File: src/rtl/uart_word_tx_pkg.sv
// Shared types and frame constants for the buffered 16-bit word UART transmitter.
package uart_word_tx_pkg;

  typedef enum logic [2:0] {
    IDLE,
    LOAD,
    SEND_HI,
    WAIT_HI,
    SEND_LO,
    WAIT_LO
  } ctrl_state_t;

  typedef enum logic [1:0] {
    TX_IDLE,
    TX_START,
    TX_DATA,
    TX_STOP
  } tx_state_t;

  localparam logic START_BIT = 1'b0;
  localparam logic STOP_BIT  = 1'b1;

endpackage

File: src/rtl/uart_word_tx_if.sv
// Producer-side write port of uart_word_tx: word, enqueue strobe and FIFO fill status.
interface uart_word_tx_if #(
  parameter int unsigned ADDR_W = 8
);
  logic [15:0]     wr_data;
  logic            wr_req;
  logic [ADDR_W:0] wr_usedw;
  logic            wr_full;

  modport master (
    output wr_data,
    output wr_req,
    input  wr_usedw,
    input  wr_full
  );

  modport slave (
    input  wr_data,
    input  wr_req,
    output wr_usedw,
    output wr_full
  );
endinterface

File: src/rtl/uart_word_tx_byte_tx.sv
// 8N1 byte serialiser: start bit, 8 data bits LSB first, stop bit, CLKS_PER_BIT cycles each.
module uart_byte_tx
  import uart_word_tx_pkg::*;
#(
  parameter int unsigned CLKS_PER_BIT = 174
) (
  input  logic       SYS_CLK,
  input  logic       RST_N,
  input  logic       tx_req,
  input  logic [7:0] tx_byte,
  output logic       txd,
  output logic       tx_busy
);

  localparam int unsigned BAUD_W = (CLKS_PER_BIT > 1) ? $clog2(CLKS_PER_BIT) : 1;
  localparam logic [BAUD_W-1:0] BAUD_LAST = BAUD_W'(CLKS_PER_BIT - 1);

  tx_state_t         state, state_d;
  logic [BAUD_W-1:0] baud, baud_d;
  logic [2:0]        bit_idx, bit_idx_d;
  logic [7:0]        shift, shift_d;
  logic              bit_end;

  assign bit_end = (baud == BAUD_LAST);

  always_ff @(posedge SYS_CLK or negedge RST_N) begin
    if (!RST_N) begin
      state   <= TX_IDLE;
      baud    <= '0;
      bit_idx <= '0;
      shift   <= '0;
    end else begin
      state   <= state_d;
      baud    <= baud_d;
      bit_idx <= bit_idx_d;
      shift   <= shift_d;
    end
  end

  always_comb begin
    state_d   = state;
    baud_d    = baud;
    bit_idx_d = bit_idx;
    shift_d   = shift;
    unique case (state)
      TX_IDLE: begin
        baud_d    = '0;
        bit_idx_d = '0;
        if (tx_req) begin
          shift_d = tx_byte;
          state_d = TX_START;
        end
      end
      TX_START: begin
        if (bit_end) begin
          baud_d  = '0;
          state_d = TX_DATA;
        end else begin
          baud_d = baud + BAUD_W'(1);
        end
      end
      TX_DATA: begin
        if (bit_end) begin
          baud_d  = '0;
          shift_d = {1'b0, shift[7:1]};
          if (bit_idx == 3'd7) state_d = TX_STOP;
          else                 bit_idx_d = bit_idx + 3'd1;
        end else begin
          baud_d = baud + BAUD_W'(1);
        end
      end
      TX_STOP: begin
        if (bit_end) begin
          baud_d  = '0;
          state_d = TX_IDLE;
        end else begin
          baud_d = baud + BAUD_W'(1);
        end
      end
      default: state_d = TX_IDLE;
    endcase
  end

  // Line level decoded straight from state so an async reset forces txd high at once.
  always_comb begin
    unique case (state)
      TX_START: txd = START_BIT;
      TX_DATA:  txd = shift[0];
      TX_STOP:  txd = STOP_BIT;
      default:  txd = STOP_BIT;
    endcase
  end

  assign tx_busy = (state != TX_IDLE);

endmodule

File: src/rtl/uart_word_tx.sv
// Buffered word UART transmitter: 2^ADDR_W-word FIFO drained high byte first into uart_byte_tx.
module uart_word_tx
  import uart_word_tx_pkg::*;
#(
  parameter int unsigned CLKS_PER_BIT = 174,
  parameter int unsigned ADDR_W       = 8
) (
  input  logic           SYS_CLK,
  input  logic           RST_N,
  uart_word_tx_if.slave  wr_if,
  output logic           txd,
  output logic           tx_busy
);

  localparam int unsigned DEPTH = 1 << ADDR_W;
  localparam logic [ADDR_W:0] FULL_CNT = (ADDR_W + 1)'(DEPTH);

  logic [15:0]       mem [DEPTH];
  logic [ADDR_W-1:0] wr_ptr, rd_ptr;
  logic [ADDR_W:0]   count;
  logic [15:0]       rd_q, word_q;
  logic              wr_en, rd_en, fifo_empty, fifo_full;

  ctrl_state_t       state, state_d;
  logic              seen_busy, seen_busy_d;
  logic              tx_req;
  logic [7:0]        tx_byte;

  assign fifo_full      = (count == FULL_CNT);
  assign fifo_empty     = (count == '0);
  assign wr_en          = wr_if.wr_req && !fifo_full;
  assign wr_if.wr_usedw = count;
  assign wr_if.wr_full  = fifo_full;

  always_ff @(posedge SYS_CLK) begin
    if (wr_en) mem[wr_ptr] <= wr_if.wr_data;
    if (rd_en) rd_q <= mem[rd_ptr];
  end

  always_ff @(posedge SYS_CLK or negedge RST_N) begin
    if (!RST_N) begin
      wr_ptr <= '0;
      rd_ptr <= '0;
      count  <= '0;
    end else begin
      if (wr_en) wr_ptr <= wr_ptr + ADDR_W'(1);
      if (rd_en) rd_ptr <= rd_ptr + ADDR_W'(1);
      if (wr_en && !rd_en)      count <= count + (ADDR_W + 1)'(1);
      else if (rd_en && !wr_en) count <= count - (ADDR_W + 1)'(1);
    end
  end

  always_ff @(posedge SYS_CLK or negedge RST_N) begin
    if (!RST_N) begin
      state     <= IDLE;
      seen_busy <= 1'b0;
      word_q    <= '0;
    end else begin
      state     <= state_d;
      seen_busy <= seen_busy_d;
      if (state == LOAD) word_q <= rd_q;
    end
  end

  // WAIT_* leave only after tx_busy has been seen high and then low again.
  always_comb begin
    state_d     = state;
    seen_busy_d = seen_busy;
    rd_en       = 1'b0;
    tx_req      = 1'b0;
    tx_byte     = '0;
    unique case (state)
      IDLE: begin
        if (!fifo_empty && !tx_busy) begin
          rd_en   = 1'b1;
          state_d = LOAD;
        end
      end
      LOAD: state_d = SEND_HI;
      SEND_HI: begin
        tx_byte = word_q[15:8];
        if (!tx_busy) begin
          tx_req      = 1'b1;
          seen_busy_d = 1'b0;
          state_d     = WAIT_HI;
        end
      end
      WAIT_HI: begin
        if (tx_busy)        seen_busy_d = 1'b1;
        else if (seen_busy) state_d     = SEND_LO;
      end
      SEND_LO: begin
        tx_byte = word_q[7:0];
        if (!tx_busy) begin
          tx_req      = 1'b1;
          seen_busy_d = 1'b0;
          state_d     = WAIT_LO;
        end
      end
      WAIT_LO: begin
        if (tx_busy)        seen_busy_d = 1'b1;
        else if (seen_busy) state_d     = IDLE;
      end
      default: state_d = IDLE;
    endcase
  end

  uart_byte_tx #(
    .CLKS_PER_BIT(CLKS_PER_BIT)
  ) u_byte_tx (
    .SYS_CLK (SYS_CLK),
    .RST_N   (RST_N),
    .tx_req  (tx_req),
    .tx_byte (tx_byte),
    .txd     (txd),
    .tx_busy (tx_busy)
  );

endmodule

File: src/flat_wrapper.sv
// flat-port wrapper written by rule: the top's interface ports become plain ports
module uart_word_tx_flat import uart_word_tx_pkg::*;
#(
  parameter int unsigned CLKS_PER_BIT = 174,
  parameter int unsigned ADDR_W       = 8
)
  (SYS_CLK, RST_N, txd, tx_busy, wr_if_wr_data, wr_if_wr_req, wr_if_wr_usedw, wr_if_wr_full);
  uart_word_tx_if #(.ADDR_W(ADDR_W)) wr_if_i ();
  input  logic SYS_CLK;
  input  logic RST_N;
  output logic txd;
  output logic tx_busy;
  input wire logic [$bits(wr_if_i.wr_data)-1:0] wr_if_wr_data;
  input wire logic [$bits(wr_if_i.wr_req)-1:0] wr_if_wr_req;
  output wire logic [$bits(wr_if_i.wr_usedw)-1:0] wr_if_wr_usedw;
  output wire logic [$bits(wr_if_i.wr_full)-1:0] wr_if_wr_full;
  assign wr_if_i.wr_data = wr_if_wr_data;
  assign wr_if_i.wr_req = wr_if_wr_req;
  assign wr_if_wr_usedw = wr_if_i.wr_usedw;
  assign wr_if_wr_full = wr_if_i.wr_full;
  uart_word_tx #(.CLKS_PER_BIT(CLKS_PER_BIT), .ADDR_W(ADDR_W)) u_core (.SYS_CLK(SYS_CLK), .RST_N(RST_N), .wr_if(wr_if_i), .txd(txd), .tx_busy(tx_busy));
endmodule
File: config.mk
export PLATFORM = sky130hd
export DESIGN_NAME = uart_word_tx_flat
export DESIGN_NICKNAME = d
export VERILOG_FILES = /design/src/rtl/uart_word_tx_pkg.sv /design/src/rtl/uart_word_tx_if.sv /design/src/rtl/uart_word_tx_byte_tx.sv /design/src/rtl/uart_word_tx.sv /design/src/flat_wrapper.sv
export SDC_FILE = /design/constraint.sdc
export NUM_CORES = 2
export LEC_CHECK = 0
export BUFFER_PORTS_ARGS = -buffer_cell sky130_fd_sc_hd__buf_2
export CAP_MARGIN = 20
export CORE_MARGIN = 10
export CORE_UTILIZATION = 25
export DETAILED_ROUTE_END_ITERATION = 8
export SYNTH_ARGS = -nofsm -noshare
export SYNTH_HDL_FRONTEND = slang
export SYNTH_SLANG_ARGS = --single-unit
File: constraint.sdc
create_clock -name SYS_CLK -period 6 [get_ports SYS_CLK]
set_clock_uncertainty 0.1 [all_clocks]
set_input_delay 0.3 -clock SYS_CLK [delete_from_list [all_inputs] [get_ports SYS_CLK]]
set_output_delay 0.3 -clock SYS_CLK [all_outputs]
set_load 0.05 [all_outputs]
# Yosys cells after proc, flatten, opt, wreduce, memory -nomap -nowiden

Memories as Yosys holds them, arrays and structs flattened. A register that Yosys moved wholly into a read port is not among the register bits.
Cells that the tools add are included.

Bits of input ports: 19
Memories: 1
Memory bits (writable): 4096
Word-level logic and storage cells: 102
Output and inout port bits: 12
Register bits after elaboration: 66

Memory list:

| name       | words | width | rd ports | clocked after Yosys merged registers in | wr ports | line               | source |
|---|---|---|---|---|---|---|---|
| u_core.mem | 256   | 16    | 1        | 1                                       | 1        | uart_word_tx.sv:18 | `logic [15:0] mem [DEPTH];` |

$add $sub $neg: 6
Mux-type cells: 35
Reduce and logical (&&, ||, !) cells: 24
Equal/unequal tests: 26

Operators by type and width:

| kind                                                 | number |
|---|---|
| one-hot mux 8 bit (2 select lines)                   | 3 |
| two-way mux 3 bit                                    | 9 |
| adder 8 x 1 -> 8 bit (second input constant)         | 3 |
| two-way mux 8 bit                                    | 3 |
| != test 2 bit (second input constant)                | 10 |
| two-way mux 9 bit                                    | 2 |
| one-hot mux 3 bit (6 select lines)                   | 1 |
| two-way mux 2 bit                                    | 5 |
| != test 2 x 1 -> 1 bit (second input constant)       | 5 |
| adder 9 x 1 -> 9 bit (second input constant)         | 1 |
| equality test 3 bit (second input constant)          | 3 |
| equality test 9 bit (second input constant)          | 1 |
| logical NOT 9 bit                                    | 1 |
| AND reduction 3 bit                                  | 3 |
| subtractor 9 x 1 -> 9 bit (second input constant)    | 1 |
| equality test 8 bit (second input constant)          | 1 |
| two-way mux 1 bit                                    | 8 |
| one-hot mux 2 bit (4 select lines)                   | 1 |
| nonzero test 2 bit                                   | 4 |
| AND reduction 7 bit                                  | 1 |
| equality test 3 x 2 -> 1 bit (second input constant) | 2 |
| one-hot mux 3 bit (2 select lines)                   | 1 |
| logical NOT 1 bit                                    | 5 |
| AND reduction 5 bit                                  | 1 |
| 10 further kinds                                     | 16 |

# Depth between registers and ports, before layout

Word-level depth: 8
Gate-level depth with buffers: 17
Gate-level depth less buffers: 16

# By module

Synthesis repeated with hierarchy kept, for this count alone.

Cells, all modules: 7183
Area, all modules: 160530.2 sq um

Modules (own cells, without submodules):

| module       | area an instance (sq um) | seq. area each (sq um) | instances | cells each |
|---|---|---|---|---|
| uart_word_tx | 159375.4                 | 124604.5               | 1         | 7072 |
| uart_byte_tx | 1154.9                   | 525.5                  | 1         | 111 |

# Worst setup path after synthesis

Ideal clock, no wire load.

Path type: register to register
Start point: reg u_core.count[0] (netlist: u_core.wr_if.wr_usedw[0])
End point: reg u_core.count[7] (netlist: u_core.wr_if.wr_usedw[7])
Cell stages (with the launch flop): 18
Required time: 5.763 ns
Setup slack: 2.052 ns
Buffers on the path: 1
Arrival time: 3.711 ns
Setup time: 0.137 ns
Period minus slack after synthesis: 3.948 ns
Path through: dfrtp_1 > or4_1 > nor2_1 > a21oi_1 > and3_1 > clkbuf_1 > inv_1 > ha_1 > inv_1 > ha_1 > a21o_1 > a21oi_1 > o21ai_0 > a21oi_1 > o21bai_1 > a21oi_1 > xor2_1 > o21ai_0

Word-level cells in the longest chain between the ends: 8
Elaborated cells on any way between the ends: 17
Those cells by class: add/sub (2); eq/ne (1); mux (4); reduce/logical (10)

RTL lines:

| item                                                           | line               | source |
|---|---|---|
| start, declared                                                | uart_word_tx.sv:20 | `logic [ADDR_W:0] count;` |
| start signal, assigned                                         | uart_word_tx.sv:48 | `if (wr_en && !rd_en) count <= count + (ADDR_W + 1)'(1);` |
| start signal, assigned                                         | uart_word_tx.sv:49 | `else if (rd_en && !wr_en) count <= count - (ADDR_W + 1)'(1);` |
| logical NOT 9 bit (*)                                          | uart_word_tx.sv:30 | `assign fifo_empty = (count == '0);` |
| logical NOT 1 bit (*)                                          | uart_word_tx.sv:74 | `if (!fifo_empty && !tx_busy) begin` |
| logical AND 1 bit (*)                                          | uart_word_tx.sv:74 |  |
| two-way mux 1 bit (*)                                          | uart_word_tx.sv:74 |  |
| two-way mux 1 bit (*)                                          | uart_word_tx.sv:72 | `unique case (state)` |
| net u_core.rd_en                                               | uart_word_tx.sv:22 | `logic wr_en, rd_en, fifo_empty, fifo_full;` |
| logical NOT 1 bit                                              | uart_word_tx.sv:48 |  |
| logical AND 1 bit                                              | uart_word_tx.sv:48 |  |
| two-way mux 9 bit / nonzero test 2 bit (equally long branches) | n/a                |  |

The timed path passes the listed nets; every way through them passes the cells marked *. The select of a mux whose other input is x is not followed.
A chain may end at the register's enable or synchronous reset.

==> flow_summary.ini <==
[status]
status = finished, final reports clean

[synthesis]
synth_cells = 7291
synth.most_common_cell = edfxtp_1
syn-num-nets = 7333
netlist_area_sq_um = 161000
synthTopCellsByArea = edfxtp_1 (76%), mux4_2 (14%), mux2i_1 (2.3%), dfrtp_1 (1.0%), nor2_1 (0.77%)
syn_avg_cell_area_sq_um = 22.1
synth_top_cells_by_count = edfxtp_1 (4112), mux4_2 (1004), mux2i_1 (366), nor2_1 (331), clkbuf_1 (167)
ys_ff_latch = 4178
synth-edff-count = 4112
synth_top_area_cell = edfxtp_1
yosysWarningCount = 0
seq_area_frac_synth = 0.775
synth_ff_type = edfxtp_1
async_flop_share = 0.0158
synthDistinctLibCells = 70
synth_top_area_share = 0.765

[placed_design]
dpl.hpwl_microns = 266000
dp.cells = 16000
gp_congestion = 0.820
io_buffers = 30

[power_and_ir_drop]
switching_power_mw = 12.8
internal_power_mw = 47.2
p_sw_frac = 0.213
seqPwrFrac = 0.541
leakagePower_nw = 59.2
clkPwrFrac = 0.426
p_comb_frac = 0.032
ir_worst_vdd_v = 0.000241
power.density_nw_per_um2 = 319

[grt]
grt_antenna_before_repair = 31
grt_start_max_net_pins = 177
grt_pass1_wl_microns = 637000
grt.total_usage = 0.128
gr-total-overflow = 0
grt_pass1_vias = 78700

[worst_hold_path]
holdPathStages = 1
hp-class = input port to flop

[job]
cap_violations = 0

[cts]
clk_pin_slew_ns = 0.06
cts_setup_buffers = 0
cts_root_buf = clkbuf_16
cts.sink_count = 4178
cts_buffers = 417
cts_tree = built
clockBufferDepth = 4
clk_latency_ns = 1.01
htreeDepth = 5

[floorplanning]
io_pins = 31
dieWidth_microns = 824
core_area_sq_um = 644000
rows = 295
initial_core_util = 0.251
die_area_sq_um = 679000
die-height_microns = 824

[sta]
period_needed_ns = 5.12
grt_setup_unrepaired = no
drv_slew = 0
setup_tns_ns = 0
worst_pin_slew_ns = 1.44
slew_headroom = 0.0402
hold_viol = 0
finalSetupViolations = 0
max_freq_mhz = 195
fin_crit_sh = 0.853

[final_layout]
post_layout_nonfiller_instances = 16800
fillers = 62400
regArea_sq_um = 125000
nets = 7833
area_growth_pct = 16.6
multi_input_area_sq_um = 34300
drive_gt1_frac = 0.277

[critical_path]
crit_path_end_kind = flop
r2r-start = u_core.rd_ptr[1]$_DFFE_PN0P_
critPathLaunch = u_core.rd_ptr[1]$_DFFE_PN0P_
crit_path_max_fanout = 28
r2r_slack_ns = 0.88
setup.worst_path.end = u_core.rd_q[11]$_DFFE_PP_
worstPathRequired_ns = 6.60
cp-start-kind = flop
cp.arrival_ns = 5.71
criticalPathCategory = flop to flop
reg2reg_depth = 10
reg2reg_to = u_core.rd_q[11]$_DFFE_PP_

[detailed_routing]
drt-pass1-iter-count = 6
ant_nets = 0
vias_per_cell = 4.80
post_drt_wl_per_cell_microns = 27.1
vias = 80400
drt-initial-drc-count = 11000
drcViolationCount = 0
totalWireLength_microns = 454000
[critical path, stage by stage, from the launching register on]
cell and delay [ns]:
dfrtp_4 1.04, nor2b_4 0.94, buf_12 0.26, buf_4 0.28
a221oi_1 0.17, o21ai_0 0.21, nand3_1 0.19, a21oi_1 0.37
nand2_1 0.17, a21oi_1 0.88, a21oi_1 0.10
[sequential cells by signal, summed over array words and instances (netlist names)]
signal,count
u_core.u_byte_tx.baud,8
u_core.wr_ptr,8
u_core.u_byte_tx.shift,8
u_core.wr_if.wr_usedw,9
u_core.u_byte_tx.state,2
u_core.rd_ptr,8
u_core.seen_busy,1
u_core.state,3
u_core.word_q,16
u_core.mem,4096
u_core.u_byte_tx.bit_idx,3
u_core.rd_q,16
[worst min path at each step]
stage                                 from                              endpoint  slack [ns]
after floorplan                      RST_N          u_core.rd_ptr[0]$_DFFE_PN0P_        -0.1
after global routing      wr_if_wr_data[1]          u_core.mem[214][1]$_DFFE_PP_        0.08
final                     wr_if_wr_data[1]          u_core.mem[214][1]$_DFFE_PP_        0.04
after CTS                 wr_if_wr_data[1]          u_core.mem[214][1]$_DFFE_PP_        0.03
after global placement               RST_N  u_core.wr_if.wr_usedw[3]$_DFFE_PN0P_        0.14
after detailed placement             RST_N  u_core.wr_if.wr_usedw[2]$_DFFE_PN0P_        0.13
[cells by family after synthesis]
group	count (synthesis)	synth area share
compound gates	612	0.0253
xor+xnor	29	0.00157
fa+ha+maj	23	0.00183
buf+inv	446	0.0163
flops	4178	0.775
mux	1395	0.164
simple gates	608	0.0157
[power by group through the flow]
stage | clock network (mW) | registers (mW) | logic (mW)
3_3_place_gp | 0 | 33.1 | 1.89
5_1_grt | 27.2 | 32.5 | 2.03
6_report | 25.6 | 32.5 | 1.94
4_1_cts | 26.0 | 32.5 | 1.94
2_1_floorplan | 0 | 33.2 | 0.593
3_5_place_dp | 0 | 33.1 | 1.92
[cell type report]
cell class,instances,share of cell area
Timing Repair Buffer,504,0.0250
Clock inverter,258,0.0133
Clock buffer,502,0.0574
Sequential cell,4178,0.664
Multi-Input combinational cell,2667,0.182
Inverter,23,0.000545
Antenna cell,18,0.000239
Tap cell,8613,0.0572
[per-layer routing]
layer / vias up / GRT usage / routed length, microns
met4: 12 / 0.0419 / 16600
met5: - / 0.00125 / 188
met3: 767 / 0.0267 / 43400
met1: 43600 / 0.179 / 186000
li1: 31800 / - / -
met2: 4265 / 0.200 / 208000
[what timing repair did]
action	in CTS	in global routing
resized for setup	0	0
endpoints found under the setup margin	0	0
hold buffers	19	0
endpoints found under the hold margin	1549	0
[stage by stage]
step	setup slack, ns	hold WS, ns	util	cell area [sq um]	power (mW)
2_1_floorplan	2.05	-0.0956	-	161000	33.8
3_3_place_gp	0.721	0.137	0.271	175000	35.0
3_5_place_dp	0.954	0.135	0.271	175000	35.0
4_1_cts	0.924	0.0320	0.292	188000	60.4
5_1_grt	0.839	0.0758	0.292	188000	61.7
6_report	0.884	0.0377	0.292	188000	60.1
[placed cells by master, fill, tap and decap left out, types with 22 or more instances in the layout]
master     instances
buf_12            54
clkinv_2          71
clkbuf_1          81
nor2_1           207
clkbuf_16        419
nand2_1          135
mux2_2            25
o211ai_1          23
edfxtp_1        4112
dfrtp_1           59
nor2_2           101
buf_8             27
o221ai_1          26
bufinv_16         37
o21ai_0           97
buf_4            388
mux4_2          1004
mux2i_1          366
a21oi_1          147
nor2_4            23
clkinv_1         108
a221oi_1          67
ha_1              22
nand3_1           42
o22ai_1           28
a22oi_1           90
No activity file was read; power rests on OpenSTA's default activity.
